File: src/rtl/fetch_pkg.sv
// Shared types and defaults for the instruction fetch stage.
// Optional FETCH_COUNT_EN macro adds a handshake counter to the top.
package fetch_pkg;

  typedef enum logic [1:0] {
    IDLE,
    REQ,
    WAIT,
    VALID
  } state_t;

  localparam logic [63:0] DEF_RESET_PC = 64'd0;
  localparam logic [63:0] DEF_PC_STEP  = 64'd1;

endpackage

File: src/rtl/pc_register_64_bit.sv
// Program counter register: redirect load wins over increment.
// Arithmetic is modulo 2^ADDR_W.
module pc_register_64_bit
  import fetch_pkg::*;
#(
  parameter int ADDR_W = 64,
  parameter logic [ADDR_W-1:0] PC_STEP =
    ADDR_W'(DEF_PC_STEP),
  parameter logic [ADDR_W-1:0] RESET_PC =
    ADDR_W'(DEF_RESET_PC)
) (
  input  logic              clk,
  input  logic              rst_n,
  input  logic              inc,
  input  logic              load,
  input  logic [ADDR_W-1:0] load_pc,
  output logic [ADDR_W-1:0] pc
);

  always_ff @(posedge clk or negedge rst_n) begin
    if (!rst_n) begin
      pc <= RESET_PC;
    end else if (load) begin
      pc <= load_pc;
    end else if (inc) begin
      pc <= pc + PC_STEP;
    end
  end

endmodule

File: src/rtl/fetch_unit_64_bit.sv
// Fetch stage: drives instruction memory, hands instr to decode.
// Define FETCH_COUNT_EN to add the fetch_count output.
module fetch_unit_64_bit
  import fetch_pkg::*;
#(
  parameter int ADDR_W = 64,
  parameter int DATA_W = 64,
  parameter logic [ADDR_W-1:0] PC_STEP =
    ADDR_W'(DEF_PC_STEP),
  parameter logic [ADDR_W-1:0] RESET_PC =
    ADDR_W'(DEF_RESET_PC)
) (
  input  logic              Clk,
  input  logic              Rst_n,
  input  logic              en,
  input  logic              redirect,
  input  logic [ADDR_W-1:0] redirect_pc,
  output logic [ADDR_W-1:0] mem_address,
  output logic              mem_E,
  output logic              mem_RW,
  output logic [DATA_W-1:0] mem_dataIn,
  input  logic [DATA_W-1:0] mem_dataOut,
  output logic [DATA_W-1:0] instr,
  output logic [ADDR_W-1:0] instr_pc,
  output logic              instr_valid,
`ifdef FETCH_COUNT_EN
  output logic [31:0]       fetch_count,
`endif
  input  logic              instr_ready
);

  state_t            state;
  logic [ADDR_W-1:0] pc;
  logic              accept;
  logic              capture;

  assign accept  = instr_valid && instr_ready;
  // A redirect in WAIT drops the capture, so pc must not advance.
  assign capture = (state == WAIT) && !redirect;

  pc_register_64_bit #(
    .ADDR_W   (ADDR_W),
    .PC_STEP  (PC_STEP),
    .RESET_PC (RESET_PC)
  ) u_pc (
    .clk     (Clk),
    .rst_n   (Rst_n),
    .inc     (capture),
    .load    (redirect),
    .load_pc (redirect_pc),
    .pc      (pc)
  );

  assign mem_address = pc;
  assign mem_RW      = 1'b0;
  assign mem_dataIn  = '0;

  always_ff @(posedge Clk or negedge Rst_n) begin
    if (!Rst_n) begin
      state       <= IDLE;
      mem_E       <= 1'b0;
      instr       <= '0;
      instr_pc    <= '0;
      instr_valid <= 1'b0;
    end else if (redirect) begin
      instr_valid <= 1'b0;
      state       <= en ? REQ : IDLE;
      mem_E       <= en;
    end else begin
      unique case (state)
        IDLE: begin
          if (en) begin
            state <= REQ;
            mem_E <= 1'b1;
          end
        end
        REQ: begin
          state <= WAIT;
          mem_E <= 1'b0;
        end
        WAIT: begin
          instr       <= mem_dataOut;
          instr_pc    <= pc;
          instr_valid <= 1'b1;
          state       <= VALID;
        end
        VALID: begin
          if (accept) begin
            instr_valid <= 1'b0;
            state       <= en ? REQ : IDLE;
            mem_E       <= en;
          end
        end
        default: begin
          state <= IDLE;
          mem_E <= 1'b0;
        end
      endcase
    end
  end

`ifdef FETCH_COUNT_EN
  always_ff @(posedge Clk or negedge Rst_n) begin
    if (!Rst_n) begin
      fetch_count <= '0;
    end else if (accept) begin
      fetch_count <= fetch_count + 32'd1;
    end
  end
`endif

endmodule

File: config.mk
export PLATFORM = sky130hd
export DESIGN_NAME = fetch_unit_64_bit
export DESIGN_NICKNAME = d
export VERILOG_FILES = /design/src/rtl/fetch_pkg.sv /design/src/rtl/pc_register_64_bit.sv /design/src/rtl/fetch_unit_64_bit.sv
export SDC_FILE = /design/constraint.sdc
export NUM_CORES = 1
export LEC_CHECK = 0
export CORE_AREA = 3 3 151 153
export DETAILED_ROUTE_END_ITERATION = 6
export DIE_AREA = 0 0 154 156
export PLACE_DENSITY = 0.82
export SLEW_MARGIN = 15
export SYNTH_ARGS = -nofsm -noshare
export SYNTH_HDL_FRONTEND = slang
export SYNTH_SLANG_ARGS = --single-unit
File: constraint.sdc
create_clock -name Clk -period 4.3 [get_ports Clk]
set_clock_uncertainty 0.1 [all_clocks]
set_input_delay 0.86 -clock Clk [delete_from_list [all_inputs] [get_ports Clk]]
set_output_delay 0.86 -clock Clk [all_outputs]
set_load 0.02 [all_outputs]
==> metrics <==
run status=completed; FF+latch count, synth=196; fin util=0.6183; pre-CTS WS=1381 ps; layout cells sized above 1=0.03878; fillers=1,840; crit share post-route=0.7095; Final Max Slew Viols=0; Synth area leaders=dfrtp_1, nand2_1, buf_4; critical path arrival=3310 ps; Post-Syn Area=0.009522 mm²; Multi-input gate area=0.004149 mm²; total power=7.720 mW; Worst slew margin=0.3315; initial drt markers=708; routed wire length=31.03 mm; f_max=327.8 MHz; Syn Area/Cell=8.456 µm²; sequential share of the synthesized area=0.5151; DRC viols=0; CP required=4560 ps; Post-DRT Antenna Nets=0; routability-driven placement congestion ratio=0.8933; Routed WL per cell=17.98 µm; Clk Latency, worst-skew pair=440 ps; ys async rst share=1.000; max-cap violations=0; grt ovf=0; CTS tree=built; die area=0.02402 mm²; Post-CTS Setup Bufs=0; Final setup violation count=0; leakage power figure=5.976 nW; Fin Setup TNS=0 ps; Root Buffer Master=clkbuf_16; Final HPWL DP=22.86 mm; largest net degree at the start of global routing=106; Pre-Repair DR Iteration Count=7; WS Path Type=flop to flop; Port Buffers=326; Max clock buf depth=2; final net count=1,569; cells after synthesis=1,126; first-pass GRT wire length=48.83 mm; Slew @ Worst Pin=995.2 ps; Synth top area share=0.5151; CP Max Fanout=10; vias per cell=5.205; setup ws final=1249 ps; largest area contributor in the netlist=dfrtp_1; Ys Warns=0; DR vias=8,984; CTS clk-pin slew, worst paths=80 ps; cts bufs inserted=17; Hold Buf Count CTS=0; worst vdd ir=0.2865 mV; Die Y=156 µm; Initial Util=0.4390; worst hold slack=343.1 ps; die width=154 µm; ys flop type=dfrtp_1; unrepaired setup endpoints after global routing=no; initial antenna violation count=2; Total GRT Usage=0.2539; Area Growth Syn to Fin=40.84%; CTS H-tree depth=4; Final Hold Viols=0; CTS-repair resized insts=0; Hold WC Path Type=input port to asynchronous set/reset pin; Setup crit end kind=flop; EDFF count, synth=0; PwrDens=575.7 mW/mm²; Row Count=54; core box area=0.02169 mm²; CP Launch Type=flop; vias in the first global route=8,858; most instantiated cells after synthesis=nand2_1, dfrtp_1, buf_4; clk sinks=196; cell with the most instances after synthesis=nand2_1; post-synth cell types=47; Reg area=0.004905 mm²; crit path time final=3051 ps; # IOs=392
==> placed cells by master (no fill, tap or decap), types with 2 or more instances in the layout <==
| master | count |
|---|---|
| a21oi_1 | 5 |
| a221o_1 | 2 |
| a22oi_1 | 2 |
| a31oi_1 | 14 |
| and2_1 | 3 |
| and3_1 | 4 |
| and4_1 | 4 |
| buf_4 | 13 |
| clkbuf_16 | 17 |
| clkbuf_8 | 3 |
| clkdlybuf4s50_1 | 324 |
| clkinv_8 | 2 |
| clkinvlp_4 | 2 |
| conb_1 | 65 |
| dfrtp_1 | 196 |
| diode_2 | 2 |
| ha_1 | 5 |
| inv_1 | 9 |
| inv_6 | 4 |
| inv_8 | 4 |
| mux2_2 | 4 |
| mux2i_1 | 5 |
| nand2_1 | 460 |
| nand3_1 | 34 |
| nand4_1 | 39 |
| nor2_1 | 35 |
| nor2b_1 | 3 |
| nor3_1 | 18 |
| nor4_1 | 25 |
| o211ai_1 | 11 |
| o21ai_0 | 50 |
| o31a_1 | 2 |
| o31ai_1 | 2 |
| o41ai_1 | 2 |
| or3_1 | 10 |
| or4_1 | 12 |
| xnor2_1 | 16 |
| xor2_1 | 20 |
==> flip-flops by register name (all words and copies together) (netlist names) <==
name,cells
instr_valid,1
mem_E,1
u_pc.pc,64
instr_pc,64
state,2
instr,64
==> kinds of logic after synthesis <==
logic type | count (synthesis) | share of synthesized area
simple gates | 655 | 0.2970
flops | 196 | 0.5151
buf+inv | 127 | 0.07595
compound gates | 97 | 0.06189
xor+xnor | 36 | 0.03311
mux | 9 | 0.009987
fa+ha+maj | 5 | 0.006570
other cells | 1 | 0.0003938
==> metrics by stage <==
step                cells  area (µm²)
finish               1726       13410
CTS                  1724       13410
detailed placement   1692       12820
global placement     1692       12820
floorplan            1190        9762
global route         1726       13410
==> power by group <==
part / internal [mW] / switching [mW] / leakage (nW)
combinational: 1.46 / 1.76 / 3.28
sequential: 2.46 / 0.433 / 2.41
clock: 0.807 / 0.798 / 0.284
==> area by class of cell <==
cell class                      instances  share of cell area
Antenna cell                            2           0.0003732
Clock buffer                           19             0.03377
Clock inverter                         13             0.01017
Inverter                               10            0.002799
Multi-Input combinational cell        867              0.3094
Sequential cell                       196              0.3657
Tap cell                              280             0.02612
Timing Repair Buffer                  339              0.2516
==> worst max-delay path: stages, from the launching register on <==
cell and delay (ps):
dfrtp_1 430, inv_1 140, ha_1 440, nand3_1 190, nor3_1 790, nand2_1 250
or4_1 460, a31oi_1 180
==> metal layers <==
layer | vias to the layer above | global-route usage | part of all wire
met5 | - | 0 | 0
met4 | 0 | 0.08957 | 0.029
met3 | 57 | 0.06103 | 0.069
met2 | 378 | 0.4368 | 0.51
met1 | 4300 | 0.3140 | 0.39
li1 | 4249 | - | -
==> final timing paths <==
| kind | startpoint | endpoint | slack, ps | cells past startpoint |
|---|---|---|---|---|
| worst max-delay path | state[0]$_DFFE_PN0P_ | u_pc.pc[57]$_DFFE_PN0P_ | 1250 | 7 |
| worst min-delay path | Rst_n | instr[15]$_DFFE_PN0P_ | 340 | 1 |
| worst max register to register | state[0]$_DFFE_PN0P_ | u_pc.pc[57]$_DFFE_PN0P_ | 1250 | 7 |
| worst min register to register | instr_pc[45]$_DFFE_PN0P_ | instr_pc[45]$_DFFE_PN0P_ | 380 | 2 |
| max in group asynchronous | Rst_n | instr_pc[32]$_DFFE_PN0P_ | 2790 | 2 |
| min in group Clk | instr_pc[45]$_DFFE_PN0P_ | instr_pc[45]$_DFFE_PN0P_ | 380 | 2 |
No activity file was read; power rests on OpenSTA's default activity.
==> patch (same settings) <==
`ADDR_W` is set to 64 in 2 places; all go to 32.
--- a/src/rtl/pc_register_64_bit.sv
+++ b/src/rtl/pc_register_64_bit.sv
@@ -5,3 +5,3 @@
 #(
-  parameter int ADDR_W = 64,
+  parameter int ADDR_W = 32,
   parameter logic [ADDR_W-1:0] PC_STEP =
--- a/src/rtl/fetch_unit_64_bit.sv
+++ b/src/rtl/fetch_unit_64_bit.sv
@@ -5,3 +5,3 @@
 #(
-  parameter int ADDR_W = 64,
+  parameter int ADDR_W = 32,
   parameter int DATA_W = 64,
Interface: changed (resized instr_pc, mem_address and redirect_pc); port bits go from 392 to 296. The function was not compared with the original's and may differ.
==> patch against the unedited design <==
- wire length down 45%
- power decreased by 22%
- cell area down 32%
- sequential cell count shrank 64
- worst setup slack improved by 370 ps
- first-iteration DRC count shrank 59%
- maximum frequency increased by 14%
- area after synthesis down 35%
- combinational power down 21%
- sequential share of layout area shrank 0.36 points
- largest cell class unchanged
==> patch: results (changes against the unedited design) <==
Status
  – Run status: finished clean (unchanged)

CTS
  – Worst-path clk slew: 60 ps (was 80 ps)
  – H-tree Lvls: 4 (unchanged)
  – PostCTS Resize Cnt: 0 (unchanged)
  – Buffer depth of the longest clock path: 2 (unchanged)
  – Cts bufs inserted: 17 (unchanged)
  – Clock Latency Late Sink: 410 ps (was 440 ps)

GRT
  – Largest net degree at the start of global routing: 91 (was 106)
  – Total global-route track usage: 13.7% (was 25.4%)
  – First-pass GRT wire length: 26100 um (was 48800 um)
  – Initial antenna violation count: 4 (was 2)

STA
  – Hold WS: 400 ps (was 343 ps)
  – Max_slew headroom: 42.7% (was 33.1%)

Placement
  – Port-buffer cells: 230 (was 326)
  – Post-DP HPWL: 12600 um (was 22900 um)
  – Placer Congestion: 0.744 (was 0.893)
  – Placement Setup Slack: 1140 ps (was 1380 ps)

Pwr
  – Leak pwr: 3.72 nW (was 5.98 nW)
  – P_int: 3.93 mW (was 4.72 mW)
  – Max VDD drop: 0.322 mV (was 0.286 mV)

Logic synthesis
  – Top-count cell post-synth: dfrtp_1 (was nand2_1)
  – Count of cell types in the netlist: 40 (was 47)
  – Syn Inst Count: 518 (was 1126)
  – Top_reg_cell synth: dfrtp_1 (unchanged)
  – Post-synthesis sequential area ratio: 53.1% (was 51.5%)
  – Top post-synthesis cells by area: dfrtp_1 53%, mux2_2 17%, buf_4 8.0% (was dfrtp_1 52%, nand2_1 18%, buf_4 5.1%)
  – Commonest cells in the netlist: 132 x dfrtp_1, 96 x mux2_2, 66 x buf_4 (was 461 x nand2_1, 196 x dfrtp_1, 65 x buf_4)

Critical path
  – Critical R2R Launch: state[0]$_DFFE_PN0P_ (unchanged)
  – Worst R2R End: u_pc.pc[23]$_DFFE_PN0P_ (was u_pc.pc[57]$_DFFE_PN0P_)
  – Worst R2R Setup Slack: 1620 ps (was 1250 ps)
  – Crit-path max FO: 9 (was 10)
  – Largest stage delay on the critical path: 750 ps (was 790 ps)
  – Crit path DAT: 2870 ps (was 3310 ps)
  – Number of cells on the worst reg-to-reg path: 6 (was 7)
  – CP max-delay cell: nor4_1 (was nor3_1)

Finish
  – Largest regs: instr: 64 flops, instr_pc: 32 flops, u_pc.pc: 32 flops (was instr: 64 flops, instr_pc: 64 flops, u_pc.pc: 64 flops)
  – Filler cells: 2027 (was 1840)
  – Layout net count: 853 (was 1569)
  – Layout cells sized above 1: 18.2% (was 3.88%)
  – Layout Cells excl Fill: 1041 (was 1726)

Route
  – WL final: 17000 um (was 31000 um)
  – DRT Pass-1 Iters: 4 (was 7)
  – Vias: 4814 (was 8984)
  – Starting DRT DRC Count: 290 (was 708)

Worst hold path
  – Hold/Removal Path Class: flop to flop (was input pin to asynchronous set/reset pin)
  – Worst Hold Launch: instr[0]$_DFFE_PN0P_
## patch: cell types whose count changed after synthesis, sizes merged, moves of 25 or more
cell and delta:
o21ai -31, mux2 +92, clkbuf -33, nand2 -424, nand4 -25, dfrtp -64
## patch: kinds of logic after synthesis
group | share of synthesized area [%]
XOR/XNOR | 1.55
multiplexers | 17.5
other | 0.0603
adder cells (fa/ha/maj) | 1.01
flip-flops | 53.1
AO/OA/AOI/OAI | 6.17
buffers and inverters | 10.3
AND/OR/NAND/NOR | 10.3
## patch: layer usage
| layer | track usage, % | vias up | routed length, um |
|---|---|---|---|
| li1 | - | 2204 | - |
| met1 | 17.3 | 2332 | 6980 |
| met2 | 21.4 | 246 | 7940 |
| met3 | 5.55 | 26 | 1750 |
| met4 | 5.00 | 6 | 322 |
| met5 | 0 | - | 42 |
## patch: per-stage QoR
stage | utilization, % | total power [mW] | cell area (um2)
detailed placement | 39.5 | 4.65 | 8560
CTS | 42.1 | 6.08 | 9120
finish | 42.1 | 5.99 | 9120
global placement | 39.5 | 4.58 | 8560
global route | 42.1 | 6.32 | 9120
floorplan | - | 3.39 | 6460
## patch: worst max-delay path by stage
| stage | from | end | slack (ps) |
|---|---|---|---|
| 3_5_place_dp | redirect | u_pc.pc[11]$_DFFE_PN0P_ | 1140 |
| 5_1_grt | state[0]$_DFFE_PN0P_ | u_pc.pc[17]$_DFFE_PN0P_ | 1360 |
| 2_1_floorplan | redirect | instr[0]$_DFFE_PN0P_ | 1970 |
| 3_3_place_gp | redirect | instr[34]$_DFFE_PN0P_ | 1250 |
| 6_report | state[0]$_DFFE_PN0P_ | u_pc.pc[23]$_DFFE_PN0P_ | 1620 |
| 4_1_cts | state[0]$_DFFE_PN0P_ | u_pc.pc[23]$_DFFE_PN0P_ | 1600 |
## patch: area by class of cell
type	count	area, um2	share of cell area, %
clock buffers	22	464	5.09
inverters	4	15.0	0.165
flip-flops and latches	132	3300	36.2
diodes	1	2.50	0.0274
multi-input cells	356	2530	27.7
well taps	280	350	3.84
clock inverters	10	98.8	1.08
repair buffers	236	2360	25.9
## patch: power groups by stage
| stage | Clock [mW] | Combinational, mW | Sequential (mW) |
|---|---|---|---|
| after CTS | 1.43 | 2.59 | 2.06 |
| final | 1.39 | 2.55 | 2.05 |
| after floorplan | 0 | 0.746 | 2.64 |
| after global routing | 1.50 | 2.70 | 2.13 |
| after detailed placement | 0 | 2.58 | 2.07 |
| after global placement | 0 | 2.54 | 2.05 |
## patch: worst max-delay path: cells and delay by family (launching register included)
family                   cells  cell delay [ps]
AO/OA/AOI/OAI                2              470
flip-flops                   1              430
adder cells (fa/ha/maj)      1              380
buffers and inverters        1              120
AND/OR/NAND/NOR              2             1060
